File: src/rtl/hazard_pkg.sv
`default_nettype none
// ============================================================================
// Module      : hazard_pkg
// Description : Shared types and constants for the pipeline hazard unit:
//               miss-sequencer state encoding and EXE forwarding selects.
// Revision    : 1.0 - initial release
// ============================================================================
package hazard_pkg;

    // Miss sequencer states
    typedef enum logic [0:0] {
        RUN       = 1'b0,
        MISS_WAIT = 1'b1
    } state_t;

    // ALU operand source selects
    localparam logic [1:0] FWD_RF = 2'b00;   // register file
    localparam logic [1:0] FWD_W  = 2'b01;   // WB result
    localparam logic [1:0] FWD_M  = 2'b10;   // MEM ALU result

endpackage : hazard_pkg
`default_nettype wire

File: src/rtl/hazard_unit_sat_counter.sv
`default_nettype none
// ============================================================================
// Module      : sat_counter
// Description : Saturating up-counter with synchronous clear.
//               clk   - clock
//               rst_n - synchronous active-low reset
//               clr   - clear to zero on the next edge (wins over inc)
//               inc   - increment by one, holding at all-ones
//               count - current value
// Revision    : 1.0 - initial release
// ============================================================================
module sat_counter #(
    parameter int CNT_W = 32
) (
    input  logic             clk,
    input  logic             rst_n,
    input  logic             clr,
    input  logic             inc,
    output logic [CNT_W-1:0] count
);

    logic [CNT_W-1:0] r_count;

    always_ff @(posedge clk) begin
        if (!rst_n) begin
            r_count <= '0;
        end else if (clr) begin
            r_count <= '0;
        end else if (inc && (r_count != {CNT_W{1'b1}})) begin
            r_count <= r_count + CNT_W'(1);
        end
    end

    assign count = r_count;

endmodule : sat_counter
`default_nettype wire

File: src/rtl/hazard_unit.sv
`default_nettype none
// ============================================================================
// Module      : hazard_unit
// Description : Pipeline controller for the 5-stage core. Produces the
//               stall/flush controls for every pipeline register, the EXE
//               forwarding selects, sequences data-memory miss stalls with
//               a timeout watchdog, and keeps stall/flush counters.
//   Inputs : clk, rst_n (sync, active-low), Rs1D/Rs2D (DEC sources),
//            Rs1E/Rs2E/RdE (EXE regs), ResultSrcE (EXE load), PCSrcE
//            (taken branch in EXE), RdM/RegWriteM, RdW/RegWriteW,
//            MissM (miss outstanding), ReadyM (miss completes), CntClr.
//   Outputs: StallF..StallW, FlushD, FlushE, ForwardAE/BE,
//            StallCount, FlushCount, MissTimeout (sticky).
// Revision    : 1.0 - initial release
// ============================================================================
module hazard_unit
    import hazard_pkg::*;
#(
    parameter int REG_AW       = 5,
    parameter int CNT_W        = 32,
    parameter int MISS_TIMEOUT = 256
) (
    input  logic              clk,
    input  logic              rst_n,
    input  logic [REG_AW-1:0] Rs1D,
    input  logic [REG_AW-1:0] Rs2D,
    input  logic [REG_AW-1:0] Rs1E,
    input  logic [REG_AW-1:0] Rs2E,
    input  logic [REG_AW-1:0] RdE,
    input  logic              ResultSrcE,
    input  logic              PCSrcE,
    input  logic [REG_AW-1:0] RdM,
    input  logic              RegWriteM,
    input  logic [REG_AW-1:0] RdW,
    input  logic              RegWriteW,
    input  logic              MissM,
    input  logic              ReadyM,
    input  logic              CntClr,
    output logic              StallF,
    output logic              StallD,
    output logic              StallE,
    output logic              StallM,
    output logic              StallW,
    output logic              FlushD,
    output logic              FlushE,
    output logic [1:0]        ForwardAE,
    output logic [1:0]        ForwardBE,
    output logic [CNT_W-1:0]  StallCount,
    output logic [CNT_W-1:0]  FlushCount,
    output logic              MissTimeout
);

    // Wait counter only needs to reach MISS_TIMEOUT-1; it holds there.
    localparam int              WAIT_W      = $clog2(MISS_TIMEOUT + 1);
    localparam logic [WAIT_W-1:0] c_wait_last = WAIT_W'(MISS_TIMEOUT - 1);

    state_t            r_state;
    logic [WAIT_W-1:0] r_wait;
    logic              r_timeout;

    logic              w_lwstall;
    logic              w_miss_stall;
    logic [WAIT_W-1:0] w_wait_nxt;
    logic              w_stall_f, w_stall_d, w_stall_e, w_stall_m, w_stall_w;
    logic              w_flush_d, w_flush_e;
    logic [1:0]        w_fwd_a, w_fwd_b;

    // MEM result is younger than WB, so it wins when both match.
    function automatic logic [1:0] fwd_sel(
        input logic [REG_AW-1:0] rs,
        input logic [REG_AW-1:0] rd_m,
        input logic              we_m,
        input logic [REG_AW-1:0] rd_w,
        input logic              we_w
    );
        if (we_m && (rd_m != '0) && (rd_m == rs)) begin
            return FWD_M;
        end else if (we_w && (rd_w != '0) && (rd_w == rs)) begin
            return FWD_W;
        end else begin
            return FWD_RF;
        end
    endfunction

    assign w_lwstall = ResultSrcE && (RdE != '0) && ((RdE == Rs1D) || (RdE == Rs2D));

    // A miss that completes in the cycle it is raised is a hit; in
    // MISS_WAIT the ReadyM cycle itself already runs at full speed.
    assign w_miss_stall = ((r_state == RUN) && MissM && !ReadyM) ||
                          ((r_state == MISS_WAIT) && !ReadyM);

    // Value WaitCnt takes at the next edge while a miss stall is in force.
    assign w_wait_nxt = (r_state == RUN)          ? '0 :
                        (r_wait == c_wait_last)   ? r_wait :
                                                    r_wait + WAIT_W'(1);

    always_comb begin
        w_stall_f = 1'b0;
        w_stall_d = 1'b0;
        w_stall_e = 1'b0;
        w_stall_m = 1'b0;
        w_stall_w = 1'b0;
        w_flush_d = 1'b0;
        w_flush_e = 1'b0;
        w_fwd_a   = fwd_sel(Rs1E, RdM, RegWriteM, RdW, RegWriteW);
        w_fwd_b   = fwd_sel(Rs2E, RdM, RegWriteM, RdW, RegWriteW);

        if (!rst_n) begin
            // Flush bubbles into the pipeline registers that have no reset.
            w_flush_d = 1'b1;
            w_flush_e = 1'b1;
            w_fwd_a   = FWD_RF;
            w_fwd_b   = FWD_RF;
        end else if (w_miss_stall) begin
            // Freeze the whole pipe; flushes stay low since stalled
            // registers would ignore them anyway.
            w_stall_f = 1'b1;
            w_stall_d = 1'b1;
            w_stall_e = 1'b1;
            w_stall_m = 1'b1;
            w_stall_w = 1'b1;
        end else begin
            // A load in EXE is never a branch, so these never collide.
            w_stall_f = w_lwstall;
            w_stall_d = w_lwstall;
            w_flush_d = PCSrcE;
            w_flush_e = w_lwstall || PCSrcE;
        end
    end

    always_ff @(posedge clk) begin
        if (!rst_n) begin
            r_state   <= RUN;
            r_wait    <= '0;
            r_timeout <= 1'b0;
        end else begin
            case (r_state)
                RUN: begin
                    if (MissM && !ReadyM) begin
                        r_state <= MISS_WAIT;
                    end
                end
                MISS_WAIT: begin
                    if (ReadyM) begin
                        r_state <= RUN;
                    end
                end
                default: r_state <= RUN;
            endcase

            if (w_miss_stall) begin
                r_wait <= w_wait_nxt;
                // Sticky: stays set across further misses until reset.
                if (w_wait_nxt == c_wait_last) begin
                    r_timeout <= 1'b1;
                end
            end
        end
    end

    sat_counter #(.CNT_W(CNT_W)) u_stall_cnt (
        .clk   (clk),
        .rst_n (rst_n),
        .clr   (CntClr),
        .inc   (w_stall_f),
        .count (StallCount)
    );

    // Only branch-caused flushes count, not load-use bubbles or reset.
    sat_counter #(.CNT_W(CNT_W)) u_flush_cnt (
        .clk   (clk),
        .rst_n (rst_n),
        .clr   (CntClr),
        .inc   (w_flush_e && PCSrcE && rst_n),
        .count (FlushCount)
    );

    assign StallF      = w_stall_f;
    assign StallD      = w_stall_d;
    assign StallE      = w_stall_e;
    assign StallM      = w_stall_m;
    assign StallW      = w_stall_w;
    assign FlushD      = w_flush_d;
    assign FlushE      = w_flush_e;
    assign ForwardAE   = w_fwd_a;
    assign ForwardBE   = w_fwd_b;
    assign MissTimeout = r_timeout;

endmodule : hazard_unit
`default_nettype wire

File: config.mk
export PLATFORM = sky130hd
export DESIGN_NAME = hazard_unit
export DESIGN_NICKNAME = d
export VERILOG_FILES = /design/src/rtl/hazard_pkg.sv /design/src/rtl/hazard_unit_sat_counter.sv /design/src/rtl/hazard_unit.sv
export SDC_FILE = /design/constraint.sdc
export NUM_CORES = 1
export LEC_CHECK = 0
export ABC_CLOCK_PERIOD_IN_PS = 3100
export BUFFER_PORTS_ARGS = -buffer_cell sky130_fd_sc_hd__buf_4
export CORE_MARGIN = 10
export CORE_UTILIZATION = 50
export CTS_CLUSTER_SIZE = 25
export DETAILED_ROUTE_END_ITERATION = 12
export PLACE_DENSITY = 0.77
export SLEW_MARGIN = 20
export SYNTH_ARGS = -nofsm -noshare
export SYNTH_HDL_FRONTEND = slang
export SYNTH_SLANG_ARGS = --single-unit
File: constraint.sdc
create_clock -name clk -period 3.1 [get_ports clk]
set_clock_uncertainty 0.1 [all_clocks]
set_input_delay 0 -clock clk [delete_from_list [all_inputs] [get_ports clk]]
set_output_delay 0 -clock clk [all_outputs]
set_load 0.01 [all_outputs]
Word-level counts from Yosys, hierarchy flattened
Cells that the tools add are included.
- input port bits: 44
- output and inout bits: 76
- flip-flop bits (word level): 75
- word-level logic and storage cells: 64
- muxes and demuxes: 19
- add/sub/neg operators: 3
- bitwise operators: 2
- equality and inequality tests: 10
- reductions and logical operators: 25
- operators by type and width (kind ; number):
    32-bit by 1-bit adder with 32-bit output, second input constant ; 2
    32-bit inequality test, second input constant ; 2
    5-bit equality test ; 6
    9-bit by 8-bit equality test with 1-bit output, second input constant ; 2
    9-bit 2-to-1 mux ; 2
    1-bit logical AND ; 16
    5-bit nonzero test ; 3
    1-bit 2-to-1 mux ; 12
    9-bit by 1-bit adder with 9-bit output, second input constant ; 1
    2-bit 2-to-1 mux ; 4
    1-bit logical OR ; 3
    1-bit inverter ; 2
    1-bit one-hot mux with 2 select lines ; 1
    2-bit AND reduction ; 1
    2-bit OR reduction ; 1
    1-bit logical NOT ; 1

Logic depth before layout (Yosys ltp)
- depth after elaboration: 9
- gate-level depth with buffers: 10
- mapped depth without buffers: 7

Cells and area by module
A second synthesis with hierarchy kept.
- cell total of the unflattened synthesis: 561
- area total of the unflattened synthesis: 4544.4 µm²
- by module, submodules not included (module ; sequential area each (µm²) ; times used ; area an instance (µm²) ; cells each):
    sat_counter ; 640.6 ; 2 ; 1667.8 ; 203
    hazard_unit ; 220.2 ; 1 ; 1208.7 ; 155

Least setup slack after synthesis
Ideal clock, no wire load.
- kind: register to register
- start: register u_stall_cnt.r_count[0] (netlist: u_stall_cnt.count[0])
- end: register u_stall_cnt.r_count[29] (netlist: u_stall_cnt.count[29])
- slack: 0.667 ns
- buffers on the path: 2
- cell stages (with the launch flop): 10
- required time: 2.930 ns
- clock period less this slack: 2.433 ns
- arrival time: 2.263 ns
- library setup time: 0.070 ns
- cells stage by stage: dfxtp_1 -> ha_1 -> and2_1 -> and2_1 -> and4b_1 -> or3_1 -> buf_2 -> buf_6 -> or4_1 -> a21oi_1
- cells in the longest elaborated chain, start to end: 2
- elaborated cells between the ends (all ways): 3
- those cells by class: add/sub (1); eq/ne (1); reduce/logical (1)
- ends and longest elaborated chain (element ; line ; text):
    start, declared ; hazard_unit_sat_counter.sv:22 ; logic [CNT_W-1:0] r_count;
    start signal, assigned ; hazard_unit_sat_counter.sv:30 ; r_count <= r_count + CNT_W'(1);
    parallel branches: the longest is 2 deep, another holds 32-bit by 1-bit adder with 32-bit output ; n/a ;
Parallel ways; which one is timed is not known.
A chain may end at the register's enable or synchronous reset.

Worst setup path in the final report
- start: register r_wait[0]
- end: register r_wait[5]
- cells in the longest elaborated chain, start to end: 3
- elaborated cells between the ends (all ways): 4
- those cells by class: add/sub (1); eq/ne (1); mux (2)
- ends and longest elaborated chain (element ; line ; text):
    start, declared ; hazard_unit.sv:58 ; logic [WAIT_W-1:0] r_wait;
    start signal, assigned ; hazard_unit.sv:152 ; r_wait <= w_wait_nxt;
    9-bit by 1-bit adder with 9-bit output or 9-bit by 8-bit equality test with 1-bit output (tied branches) ; hazard_unit.sv:95, hazard_unit.sv:94 ;
    9-bit 2-to-1 mux (*) ; hazard_unit.sv:94 ; (r_wait == c_wait_last) ? r_wait :
    9-bit 2-to-1 mux (*) ; hazard_unit.sv:93 ; assign w_wait_nxt = (r_state == RUN) ? '0 :
Mark *: on every way between the ends. The rest lies on a longest branch, timed or not.

==> results_dict.tcl <==
set metrics [dict create \
    cts-root-buf "sky130_fd_sc_hd__clkbuf_8" \
    tightest_slew_margin_relative_to_the_limit 0.4882 \
    timing.critical_path.fanout_max 10 \
    synth.net_count 574 \
    mappedNetlistArea_sq_um 4253 \
    cts_inserted_buffers 9 \
    yosys-top-cells-count "75 x sky130_fd_sc_hd__dfxtp_1, 54 x sky130_fd_sc_hd__nor2_1, 47 x sky130_fd_sc_hd__nand2_1, 35 x sky130_fd_sc_hd__a21oi_1, 35 x sky130_fd_sc_hd__xor2_1" \
    timing_worst_slew_pin_value_ns 0.7662 \
    die_outline_area_sq_um 12590 \
    wl_per_cell_um 15.78 \
    startpoint_type "flip-flop" \
    dr_total_vias 4361 \
    detail_route.vias_per_cell 5.815 \
    max_clock_freq_ghz 0.3669 \
    outcome "finished clean" \
    ctsHtreeMaxLevel 3 \
    clock_transition_at_the_registers_of_the_reported_paths_ns 0.08 \
    ys_seq_area_frac 0.3530 \
    critPathCaptureType "flip-flop" \
    final-seq-area_sq_um 1501 \
    timing.critical_path.required_ns 3.29 \
    finalWeightedCongestion 0.8744 \
    ir_worst_vdd_mv 0.2535 \
    number_of_standard_cells_in_the_final_layout_excluding_fillers 750 \
    final_stage_net_count 687 \
    ys.flop_type "sky130_fd_sc_hd__dfxtp_1" \
    timing_hold_violations_final 0 \
    synth.area.top_cells "sky130_fd_sc_hd__dfxtp_1 35%, sky130_fd_sc_hd__xor2_1 7.2%, sky130_fd_sc_hd__xnor2_1 5.8%, sky130_fd_sc_hd__nor2_1 4.8%, sky130_fd_sc_hd__nand2_1 4.1%" \
    tritoncts "yes" \
    yosysMostFrequentCell "sky130_fd_sc_hd__dfxtp_1" \
    total_setup_buffers_inserted_after_cts 0 \
    path_buf_inv 1 \
    antenna_found_initial 0 \
    timing.final.crit_share 0.8793 \
    layout.filler_cells 743 \
    timing.critical_path.slowest_cell_delay_ns 0.53 \
    initial_core_util 0.5150 \
    kind_of_cell_adding_the_most_delay_to_the_critical_path "simple AND/OR/NAND/NOR gates" \
    ctsHoldBuffers 4 \
    timing.critical_path.slowest_stage_cell "sky130_fd_sc_hd__dlygate4sd3_1" \
    synth_area_leader_cell "sky130_fd_sc_hd__dfxtp_1" \
    clk_latency_ns 0.36 \
    timing.hold.worst.class "primary input to flip-flop" \
    postRouteAntennaNets 0 \
    grt_first_pass_wirelength_um 20130 \
    grt_max_degree 38 \
    crit_arrival_ns 2.92 \
    die-height_um 112.2 \
    buffer_ports.inserted 119 \
    via_count_of_the_first_global_routing_pass 4316 \
    grt_remaining_overflow 0 \
    drv_slew 0 \
    postSynthAreaPerCell_sq_um 8.070 \
    multi_input_comb_area_sq_um 2606 \
    asyncSetResetFlopFracSynth 0 \
    power_leakage_nw 2.042 \
    row_count 33 \
    post_synth_num_cell_types 49 \
    clk_path_buf_depth 2 \
    final-setup-viol-count 0 \
    fraction_of_post_synthesis_cell_area_in_the_top_cell_type_by_area 0.3530 \
    drt_pass1_iterations 4 \
    final_layout_size_suffix_gt1_frac 0.2403 \
    cts_sinks 75 \
    crit_type "flip-flop to flip-flop" \
    post_cts.resized_instances 0 \
    timing.critical_path.cells "ha_1, nand3_1, or3_1, nand4_1, a21oi_1, nor2b_1, o21a_1, dlygate4sd3_1" \
    floorplan.io_pins 120 \
    max_cap_violations 0 \
    n_antenna_cell 0 \
    totalWireLength_um 11830 \
    grt_setup_unrepaired "false" \
    synth.ff_latch_count 75 \
    dp_hpwl_um 9034 \
    power_per_cell_area_nw_per_um2 364.5 \
    drt-initial-drc-count 216 \
    min_period_ns 2.726 \
    synth_enable_flop_cells 0 \
    synth_warnings 0 \
    synthesis.instances 527 \
    die_w_um 112.2 \
    layout-area-overhead-vs-synth_pct 28.30 \
    total_core_area_sq_um 8258 \
    grt_use_total 0.1856 \
    drc 0 \
    number_of_cells_after_detailed_placement 730 \
    finalSetupTns_ns 0 \
]
## metrics by stage
stage | total power [mW] | util | hold slack (ns) | setup slack [ns] | area, sq um
floorplan | 1.089 | - | 0.02602 | 0.6670 | 4253
global placement | 1.169 | 0.6297 | 0.2523 | 0.6045 | 5200
detailed placement | 1.176 | 0.6297 | 0.2569 | 0.5552 | 5200
CTS | 2.003 | 0.6608 | 0.003181 | 0.3938 | 5456
global route | 2.070 | 0.6608 | 0.05913 | 0.2022 | 5456
finish | 1.989 | 0.6608 | 0.007697 | 0.3741 | 5456
## metal layers
metal,GRT usage,part of all wire
met1,0.2175,0.42
met2,0.2997,0.47
met3,0.05751,0.081
met4,0.09306,0.026
met5,0,0
## power by group
part	leakage, nW	total (mW)	internal (mW)	switching (mW)
sequential	0.604	0.967	0.964	0.00295
combinational	1.33	0.189	0.0897	0.0995
clock	0.103	0.832	0.455	0.377
## registers in the layout (all words and copies together), names as in the netlist
signal             count
MissTimeout            1
u_flush_cnt.count     32
r_state                1
r_wait                 9
u_stall_cnt.count     32
## layout by cell type (no fill, tap or decap), types with 14 or more instances in the layout
cell,n
sky130_fd_sc_hd__buf_4,126
sky130_fd_sc_hd__dfxtp_1,75
sky130_fd_sc_hd__nor2_1,54
sky130_fd_sc_hd__nand2_1,47
sky130_fd_sc_hd__xor2_1,35
sky130_fd_sc_hd__a21oi_1,35
sky130_fd_sc_hd__xnor2_1,28
sky130_fd_sc_hd__nand3_1,28
sky130_fd_sc_hd__nand4_1,24
sky130_fd_sc_hd__or4_1,18
sky130_fd_sc_hd__o21ai_0,16
sky130_fd_sc_hd__or3_1,14
## kinds of logic (layout without fill, tap and decap cells)
kind of cell | count (synthesis) | after routing | synth area share
AO/OA/AOI/OAI | 93 | 93 | 0.1356
XOR/XNOR | 63 | 63 | 0.1297
adder cells (fa/ha/maj) | 3 | 3 | 0.008827
buffers and inverters | 32 | 150 | 0.03471
flip-flops | 75 | 75 | 0.3530
multiplexers | 4 | 4 | 0.01000
AND/OR/NAND/NOR | 257 | 257 | 0.3280
## path summary, 6_finish.rpt
path | startpoint | endpoint | slack [ns] | depth (start not counted)
hold / removal | CntClr | u_stall_cnt.count[7] | 0.008 | 4
setup / recovery | r_wait[0] | r_wait[5] | 0.37 | 8
setup reg to reg | r_wait[0] | r_wait[5] | 0.37 | 8
hold reg to reg | r_wait[8] | r_wait[8] | 0.36 | 2
## final cells by class
class	count	share of cell area
Clock buffer	10	0.02339
Clock inverter	6	0.01628
Inverter	4	0.002752
Multi-Input combinational cell	420	0.4776
Sequential cell	75	0.2752
Tap cell	105	0.02408
Timing Repair Buffer	130	0.1807
## worst min-delay path, cell delays in order
cell and delay [ns]:
sky130_fd_sc_hd__buf_4 0.08, sky130_fd_sc_hd__nor2b_1 0.15, sky130_fd_sc_hd__o211ai_1 0.13, sky130_fd_sc_hd__nand2_1 0.05
No activity file was read; power rests on OpenSTA's default activity.
